**src/rtl/alu_control_md.sv**
```systemverilog
// ALU control for the EX stage: combinational ALUop/FunctionCode decode plus a
// sequencer that starts, stalls for, aborts and completes multi-cycle
// MULT/MULTU/DIV/DIVU operations on the external mult/div unit.
module alu_control_md #(
    parameter int CTRL_W     = 4,
    parameter int MUL_CYCLES = 4,
    parameter int DIV_CYCLES = 32,
    parameter int CNT_W      = 6
) (
    input  logic              clk,
    input  logic              reset,
    input  logic              valid_in,
    input  logic              flush,
    input  logic [2:0]        ALUop,
    input  logic [5:0]        FunctionCode,
    output logic [CTRL_W-1:0] ALUctr,
    output logic              illegal,
    output logic              stall,
    output logic              md_start,
    output logic [1:0]        md_op,
    output logic              md_abort,
    output logic              md_done
);

    typedef enum logic [1:0] {
        IDLE = 2'b00,
        BUSY = 2'b01,
        DONE = 2'b10
    } state_t;

    // Counter preload: BUSY lasts exactly N cycles, counting N-1 down to 0.
    localparam logic [CNT_W-1:0] MUL_LOAD = CNT_W'(MUL_CYCLES - 1);
    localparam logic [CNT_W-1:0] DIV_LOAD = CNT_W'(DIV_CYCLES - 1);

    state_t           state, state_nxt;
    logic [CNT_W-1:0] cnt, cnt_nxt;
    logic [3:0]       ctr4;
    logic             is_md;

    // Operation decode; valid_in deliberately does not gate ALUctr.
    always_comb begin
        ctr4 = 4'b1111;
        case (ALUop)
            3'b000: ctr4 = 4'b0010;
            3'b001: ctr4 = 4'b0110;
            3'b011: ctr4 = 4'b0011;
            3'b111: ctr4 = 4'b0100;
            3'b101: ctr4 = 4'b0101;
            3'b010: begin
                case (FunctionCode)
                    6'b100000: ctr4 = 4'b0010;
                    6'b100010: ctr4 = 4'b0110;
                    6'b100100: ctr4 = 4'b0000;
                    6'b100101: ctr4 = 4'b0001;
                    6'b101010: ctr4 = 4'b0111;
                    6'b100111: ctr4 = 4'b1100;
                    6'b100110: ctr4 = 4'b1101;
                    6'b000000: ctr4 = 4'b1000;
                    6'b000010: ctr4 = 4'b1001;
                    6'b010000: ctr4 = 4'b1010;
                    6'b010010: ctr4 = 4'b1011;
                    6'b011000,
                    6'b011001,
                    6'b011010,
                    6'b011011: ctr4 = 4'b1110;
                    default:   ctr4 = 4'b1111;
                endcase
            end
            default: ctr4 = 4'b1111;
        endcase
    end

    assign ALUctr  = CTRL_W'(ctr4);
    assign illegal = valid_in & (ctr4 == 4'b1111);
    assign is_md   = valid_in & (ALUop == 3'b010) & (FunctionCode[5:2] == 4'b0110);
    assign md_op   = FunctionCode[1:0];

    // Sequencer state and latency counter; synchronous reset.
    always_ff @(posedge clk) begin
        if (reset) begin
            state <= IDLE;
            cnt   <= '0;
        end else begin
            state <= state_nxt;
            cnt   <= cnt_nxt;
        end
    end

    // Next-state and handshake outputs; DONE ignores is_md so the op that
    // just finished cannot retrigger while it is still sitting in EX.
    always_comb begin
        state_nxt = state;
        cnt_nxt   = cnt;
        stall     = 1'b0;
        md_start  = 1'b0;
        md_abort  = 1'b0;
        md_done   = 1'b0;
        case (state)
            IDLE: begin
                // A start during reset would never be tracked, so it is held off.
                if (is_md && !flush && !reset) begin
                    md_start  = 1'b1;
                    stall     = 1'b1;
                    state_nxt = BUSY;
                    cnt_nxt   = FunctionCode[1] ? DIV_LOAD : MUL_LOAD;
                end
            end
            BUSY: begin
                stall = 1'b1;
                if (flush) begin
                    md_abort  = 1'b1;
                    state_nxt = IDLE;
                end else if (cnt == '0) begin
                    state_nxt = DONE;
                end else begin
                    cnt_nxt = cnt - 1'b1;
                end
            end
            DONE: begin
                md_done   = ~flush;
                state_nxt = IDLE;
            end
            default: state_nxt = IDLE;
        endcase
    end

endmodule
```
**config.mk**
```make
export PLATFORM = sky130hd
export DESIGN_NAME = alu_control_md
export DESIGN_NICKNAME = d
export VERILOG_FILES = /design/src/rtl/alu_control_md.sv
export SDC_FILE = /design/constraint.sdc
export NUM_CORES = 1
export LEC_CHECK = 0
export ABC_AREA = 1
export BUFFER_PORTS_ARGS = -buffer_cell sky130_fd_sc_hd__buf_4
export CORE_AREA = 2 2 44 46
export CTS_CLUSTER_DIAMETER = 100
export DETAILED_ROUTE_END_ITERATION = 16
export DIE_AREA = 0 0 46 48
export MAX_ROUTING_LAYER = met4
export PLACE_DENSITY = 0.79
export SLEW_MARGIN = 15
export SYNTH_ARGS = -nofsm -noshare
export SYNTH_HDL_FRONTEND = slang
export SYNTH_SLANG_ARGS = --single-unit
```
**constraint.sdc**
```tcl
create_clock -name clk -period 1.7 [get_ports clk]
set_input_delay 0.34 -clock clk [delete_from_list [all_inputs] [get_ports clk]]
set_output_delay 0.34 -clock clk [all_outputs]
set_load 0.01 [all_outputs]
```
==> metrics.cfg, run 1 <==
[floorplanning]
row_count = 15
die-area_um2 = 2210
core_region_area_um2 = 1690
num_io_pins = 24
die_w_um = 46
initial_core_util_pct = 49.0
dieHeight_um = 48

[timing]
fin_hold_ws_ns = 0.272
relSlewSlack_pct = 83.7
clock_skew_ns = 0.00211
fin_crit_ns = 1.66
max_freq_mhz = 604
maxSlewViolCount = 0
tns_ns = 0
setup_viol = 0
rsz0062_at_grt = true
finalHoldViolCount = 0
fin_crit_sh_pct = 97.4
tightest_slew_ns = 0.244

[placed_design]
port_buffers = 23
place_area_um2 = 1040
globalplace.congestion = 0.886
hpwl_mm = 1.67

[clocking]
htreeDepth = 1
path_clk_slew_ns = 0.05
clkSinkCount = 8
cts_buffers = 3
clock_latency_ns = 0.26
cts_root_buffer = clkbuf_4
cts_tree = built
ctsLongestPathBuffers = 2

[worst_hold_path]
hold_depth = 2
hp-start = reset
min_to = state[0]
hp-class = input pin to flop

[synthesis]
yosysUniqueCellTypes = 24
yosys_register_bits = 8
syn_avg_cell_area_um2 = 5.67
netlist_area_um2 = 828
synth_fp_nets = 163
ys_seq_area_share_pct = 19.3
syn_inst = 146
synth_warnings = 0

[drt]
viasPerCell = 5.11
dr_total_vias = 992
dr.pass1.iters = 4
drtIter0Drc = 16
detail-route-antenna-nets = 0
wl_mm = 2.21
drc_errors = 0
wl_per_cell_um = 11.4

[power_and_ir_drop]
power_leakage_nw = 0.607
p_per_area_nw_per_um2 = 426
irDropWorstVdd_mv = 0.368

[critical_path]
criticalPathCategory = input pin to output pin
critPathMaxFanout = 2
worst-r2r-cell-count = 7
timing.rr.start = cnt[0]
regToRegSetupSlack_ns = 0.42
reg2reg_to = cnt[5]
worstSetupEndpointType = output pin
required_ns = 1.36
worstPathArrival_ns = 1.32
worst_setup_path_start_kind = input pin

[global_route]
grt_pass1_vias = 902
grt_pass1_wl_mm = 3.42
antenna_found_initial = 0
grt_max_degree = 9
grt_usage_pct = 22.3
grt.overflow.total = 0

[final_layout]
drive_gt1_share_pct = 35.0
final_nets = 196
diodes = 0
fill_cells = 158
fin_area_um2 = 1150
syn2layout_area_growth_pct = 38.8

[run]
maxCapViolCount = 0

[run_status]
status = complete, no violations

[Yosys cell counts (all sizes together)]
| master | n | area [µm²] |
|---|---|---|
| xor2 | 1 | 8.76 |
| nand4 | 2 | 18.8 |
| nand3b | 2 | 15.0 |
| inv | 27 | 106 |
| nor3 | 1 | 5.00 |
| buf | 2 | 15.0 |
| nand3 | 14 | 80.1 |
| nor4 | 1 | 6.26 |
| a21oi | 9 | 48.8 |
| o21ai | 2 | 10.0 |
| dfxtp | 8 | 160 |
| nand2 | 45 | 179 |
| nor2 | 28 | 125 |
| ha | 4 | 50.1 |
[flip-flops by register name, summed over array words and instances (netlist names)]
signal  flops
state       2
cnt         6
[timing repair]
action	CTS	global route
buffers inserted	1	1
gates resized for setup	5	13
endpoints found under the setup margin	1	2
hold buffers	0	0
pin swaps	6	6
[logic make-up (layout without fill, tap and decap cells)]
kind of cell	Yosys count	count (layout)	synth area share (%)
flops	8	8	19.3
simple gates	93	93	51.8
fa+ha+maj	4	4	6.04
compound gates	11	11	7.10
xor+xnor	1	1	1.06
buf+inv	29	60	14.7
[layer usage]
| metal | up-vias | global-route usage (%) | part of all wire (%) |
|---|---|---|---|
| met3 | 9 | 3.02 | 5.5 |
| li1 | 515 | - | - |
| met4 | 0 | 9.71 | 2.5 |
| met2 | 33 | 42.5 | 51 |
| met5 | - | - | 0 |
| met1 | 435 | 22.4 | 41 |
[cell usage in the layout, fill, tap and decap left out]
cell type  count
buf_4         26
ha_1           2
buf_8          2
nand3b_1       2
clkbuf_4       3
nand3_2        4
xor2_1         1
nor3_1         1
nand3_1       10
ha_4           2
o21ai_1        1
nor2_2         2
nand2_2        3
nor2_4         2
o21ai_0        1
buf_6          2
a21oi_1        8
nand4_1        1
nor4_1         1
nand4_2        1
inv_1         14
nor2_1        24
inv_2          9
inv_4          4
a21oi_2        1
dfxtp_1        8
nand2_4        1
nand2_1       41
[stage by stage]
stage	util, %	power, W	cells	setup slack (ns)
2_1_floorplan	-	0.000257	146	0.153
3_3_place_gp	61.9	0.000319	189	-0.000170
3_5_place_dp	61.9	0.000324	189	-0.0371
4_1_cts	64.8	0.000480	193	0.00522
5_1_grt	68.1	0.000519	194	-0.0241
6_report	68.1	0.000490	194	0.0441
[how the worst max path moves through the flow]
stage               cells after the start      end       startpoint
floorplan                               9  illegal  FunctionCode[0]
global placement                       12  illegal  FunctionCode[0]
detailed placement                     12  illegal  FunctionCode[0]
CTS                                    12  illegal  FunctionCode[0]
global route                           12  illegal  FunctionCode[1]
finish                                 12  illegal  FunctionCode[1]
[power by group]
group	total (W)	internal [W]	switching, W
logic	0.000154	0.0000747	0.0000794
clock network	0.000148	0.0000809	0.0000668
registers	0.000188	0.000188	0.000000157
[final cells by class]
| cell class | instances | area [µm²] | area share [%] |
|---|---|---|---|
| well taps | 17 | 21.3 | 1.85 |
| clock buffers | 3 | 22.5 | 1.96 |
| repair buffers | 30 | 248 | 21.5 |
| flip-flops and latches | 8 | 160 | 13.9 |
| inverters | 27 | 111 | 9.68 |
| multi-input cells | 109 | 587 | 51.0 |
[critical path, cell delays in order]
cell and delay, ns:
buf_8 0.08, inv_4 0.03, ha_4 0.25, nand2_2 0.04
inv_2 0.04, nor2_1 0.03, nand2_1 0.07, nand3_2 0.08
nand2_1 0.07, nand3b_1 0.07, nor2_1 0.09, buf_4 0.12
No activity file was read; power rests on OpenSTA's default activity.
==> run 2: changes to the inputs <==
CORE_AREA = 2 2 43 45   (was 2 2 44 46)
DIE_AREA = 0 0 45 47   (was 0 0 46 48)
PLACE_DENSITY = 0.82   (was 0.79)
clock period = 2.1 ns   (was 1.7 ns; I/O delays follow)
==> run 2 against run 1 <==
Net effect: design area fell by 10%; largest cell class unchanged; sequential cell count unchanged; sequential share of layout area grew 1.6 points; largest power group unchanged.
==> metrics.cfg, run 2 (synthesis results as in run 1) <==
[placed_design]
port_buffers = 23
hpwl_mm = 1.55
dp_slack_ns = 0.154
place_area_um2 = 1010
globalplace.congestion = 0.865

[global_route]
grt.overflow.total = 0
grt_pass1_vias = 800
grt_max_degree = 9
grt_usage_pct = 19.9
grt_pass1_wl_mm = 3.01
antenna_found_initial = 0

[floorplanning]
num_io_pins = 24
dieHeight_um = 47
die_w_um = 45
core_region_area_um2 = 1650
row_count = 15
die-area_um2 = 2120
initial_core_util_pct = 50.2

[clocking]
ctsLongestPathBuffers = 2
clock_latency_ns = 0.25
htreeDepth = 1
cts_tree = built
cts_buffers = 3
cts_hold_buf = 0
path_clk_slew_ns = 0.05
cts_root_buffer = clkbuf_4
cts_resized = 0
cts_setup_buffers = 0
clkSinkCount = 8

[worst_hold_path]
hp-start = reset
hp-class = input pin to flop

[critical_path]
critPathMaxStageDelay_ns = 0.24
cp_slowest_cell = ha_1
crit_chain = buf_4, inv_1, ha_1, nand2_1, inv_1, nor2_1, nand2_1, nand3_1, nand2_1, nand3b_1, nor2_1, buf_4
worst_setup_path_start_kind = input pin
worstSetupEndpointType = output pin
criticalPathCategory = input pin to output pin
reg2reg_to = cnt[3]
worstPathArrival_ns = 1.53
timing.rr.start = cnt[0]
critPathMaxFanout = 4
cp.depth = 12
required_ns = 1.68
regToRegSetupSlack_ns = 0.80
worst-r2r-cell-count = 8
crit_family = simple AND/OR/NAND/NOR gates
crit_end = illegal
critPathBufInv = 4
crit_top_cell = nand2_1
cp-startpoint = FunctionCode[0]

[final_layout]
syn2layout_area_growth_pct = 24.3
reg.largest.list = cnt (6), state (2)
layout_commonest_cell = nand2_1
final_cell_mix = nand2_1 (43), nor2_1 (24), buf_4 (23)
regMostFlops = cnt
multi_input_area_um2 = 547
ff_latch_area_um2 = 160
fin_area_um2 = 1030
drive_gt1_share_pct = 27.1
diodes = 0
largest_reg_flops = 6
fill_cells = 166
final_nets = 189
fin_util_pct = 62.3

[power_and_ir_drop]
p_sw_w = 0.000106
pwr-share-comb_pct = 26.9
power_leakage_nw = 0.565
p_per_area_nw_per_um2 = 356
p_int_w = 0.000261
p_sw_share_pct = 28.8
sequentialPowerShare_pct = 41.4
clockPowerShare_pct = 31.6
irDropWorstVdd_mv = 0.280

[run_status]
status = complete, no violations

[timing]
fin_crit_sh_pct = 93.1
finalHoldViolCount = 0
maxSlewViolCount = 0
rsz0062_at_grt = false
setup_viol = 0
fin_ws_ns = 0.145
fin_crit_ns = 1.95
max_freq_mhz = 512
relSlewSlack_pct = 83.1
tightest_slew_ns = 0.251
tns_ns = 0
clock_skew_ns = 0.000823

[drt]
drc_errors = 0
dr_total_vias = 930
wl_mm = 1.89
detail-route-antenna-nets = 0
viasPerCell = 4.97
drtIter0Drc = 26
dr.pass1.iters = 6
wl_per_cell_um = 10.1

[run]
maxCapViolCount = 0

==> run 2: cell type report <==
cell class                 instances  share of cell area, %
clock buffer                       3                   2.19
timing repair buffer              23                   16.8
multi-input combinational        109                   53.1
inverter                          27                   10.3
sequential                         8                   15.6
tap                               17                   2.07
==> run 2: worst register-to-register path, delay by kind of cell, from the launching register on <==
family                   cells  cell delay, ns
buffers and inverters        1            0.08
adder cells (fa/ha/maj)      1            0.21
AND/OR/NAND/NOR              6            0.58
flip-flops                   1            0.33
==> run 2: through the flow <==
stage,power (W),hold slack [ns],std cells
6_report,0.000367,0.347,187
5_1_grt,0.000394,0.339,187
4_1_cts,0.000373,0.337,187
3_5_place_dp,0.000254,0.511,184
3_3_place_gp,0.000252,0.507,184
2_1_floorplan,0.000208,0.482,146
==> run 2: worst min-delay path by stage <==
stage                     endpoint  slack (ns)  depth (start not counted)
after global placement      cnt[5]        0.51                          2
after CTS                   cnt[5]        0.34                          2
after global routing        cnt[5]        0.34                          2
after detailed placement    cnt[5]        0.51                          2
after floorplan             cnt[5]        0.48                          1
final                       cnt[5]        0.35                          2
==> run 2: power by group through the flow <==
| stage | sequential (W) | clock [W] | combinational (W) |
|---|---|---|---|
| floorplan | 0.000155 | 0 | 0.0000524 |
| global placement | 0.000155 | 0 | 0.0000963 |
| detailed placement | 0.000155 | 0 | 0.0000982 |
| CTS | 0.000152 | 0.000123 | 0.0000986 |
| global route | 0.000152 | 0.000131 | 0.000111 |
| finish | 0.000152 | 0.000116 | 0.0000989 |
==> run 2: routing by layer <==
metal / track usage [%] / vias to the layer above / wire length (µm)
met2: 35.4 / 27 / 942
met4: 7.06 / 0 / 7
met5: - / - / 0
met3: 2.31 / 2 / 119
met1: 23.0 / 399 / 824
li1: - / 502 / -
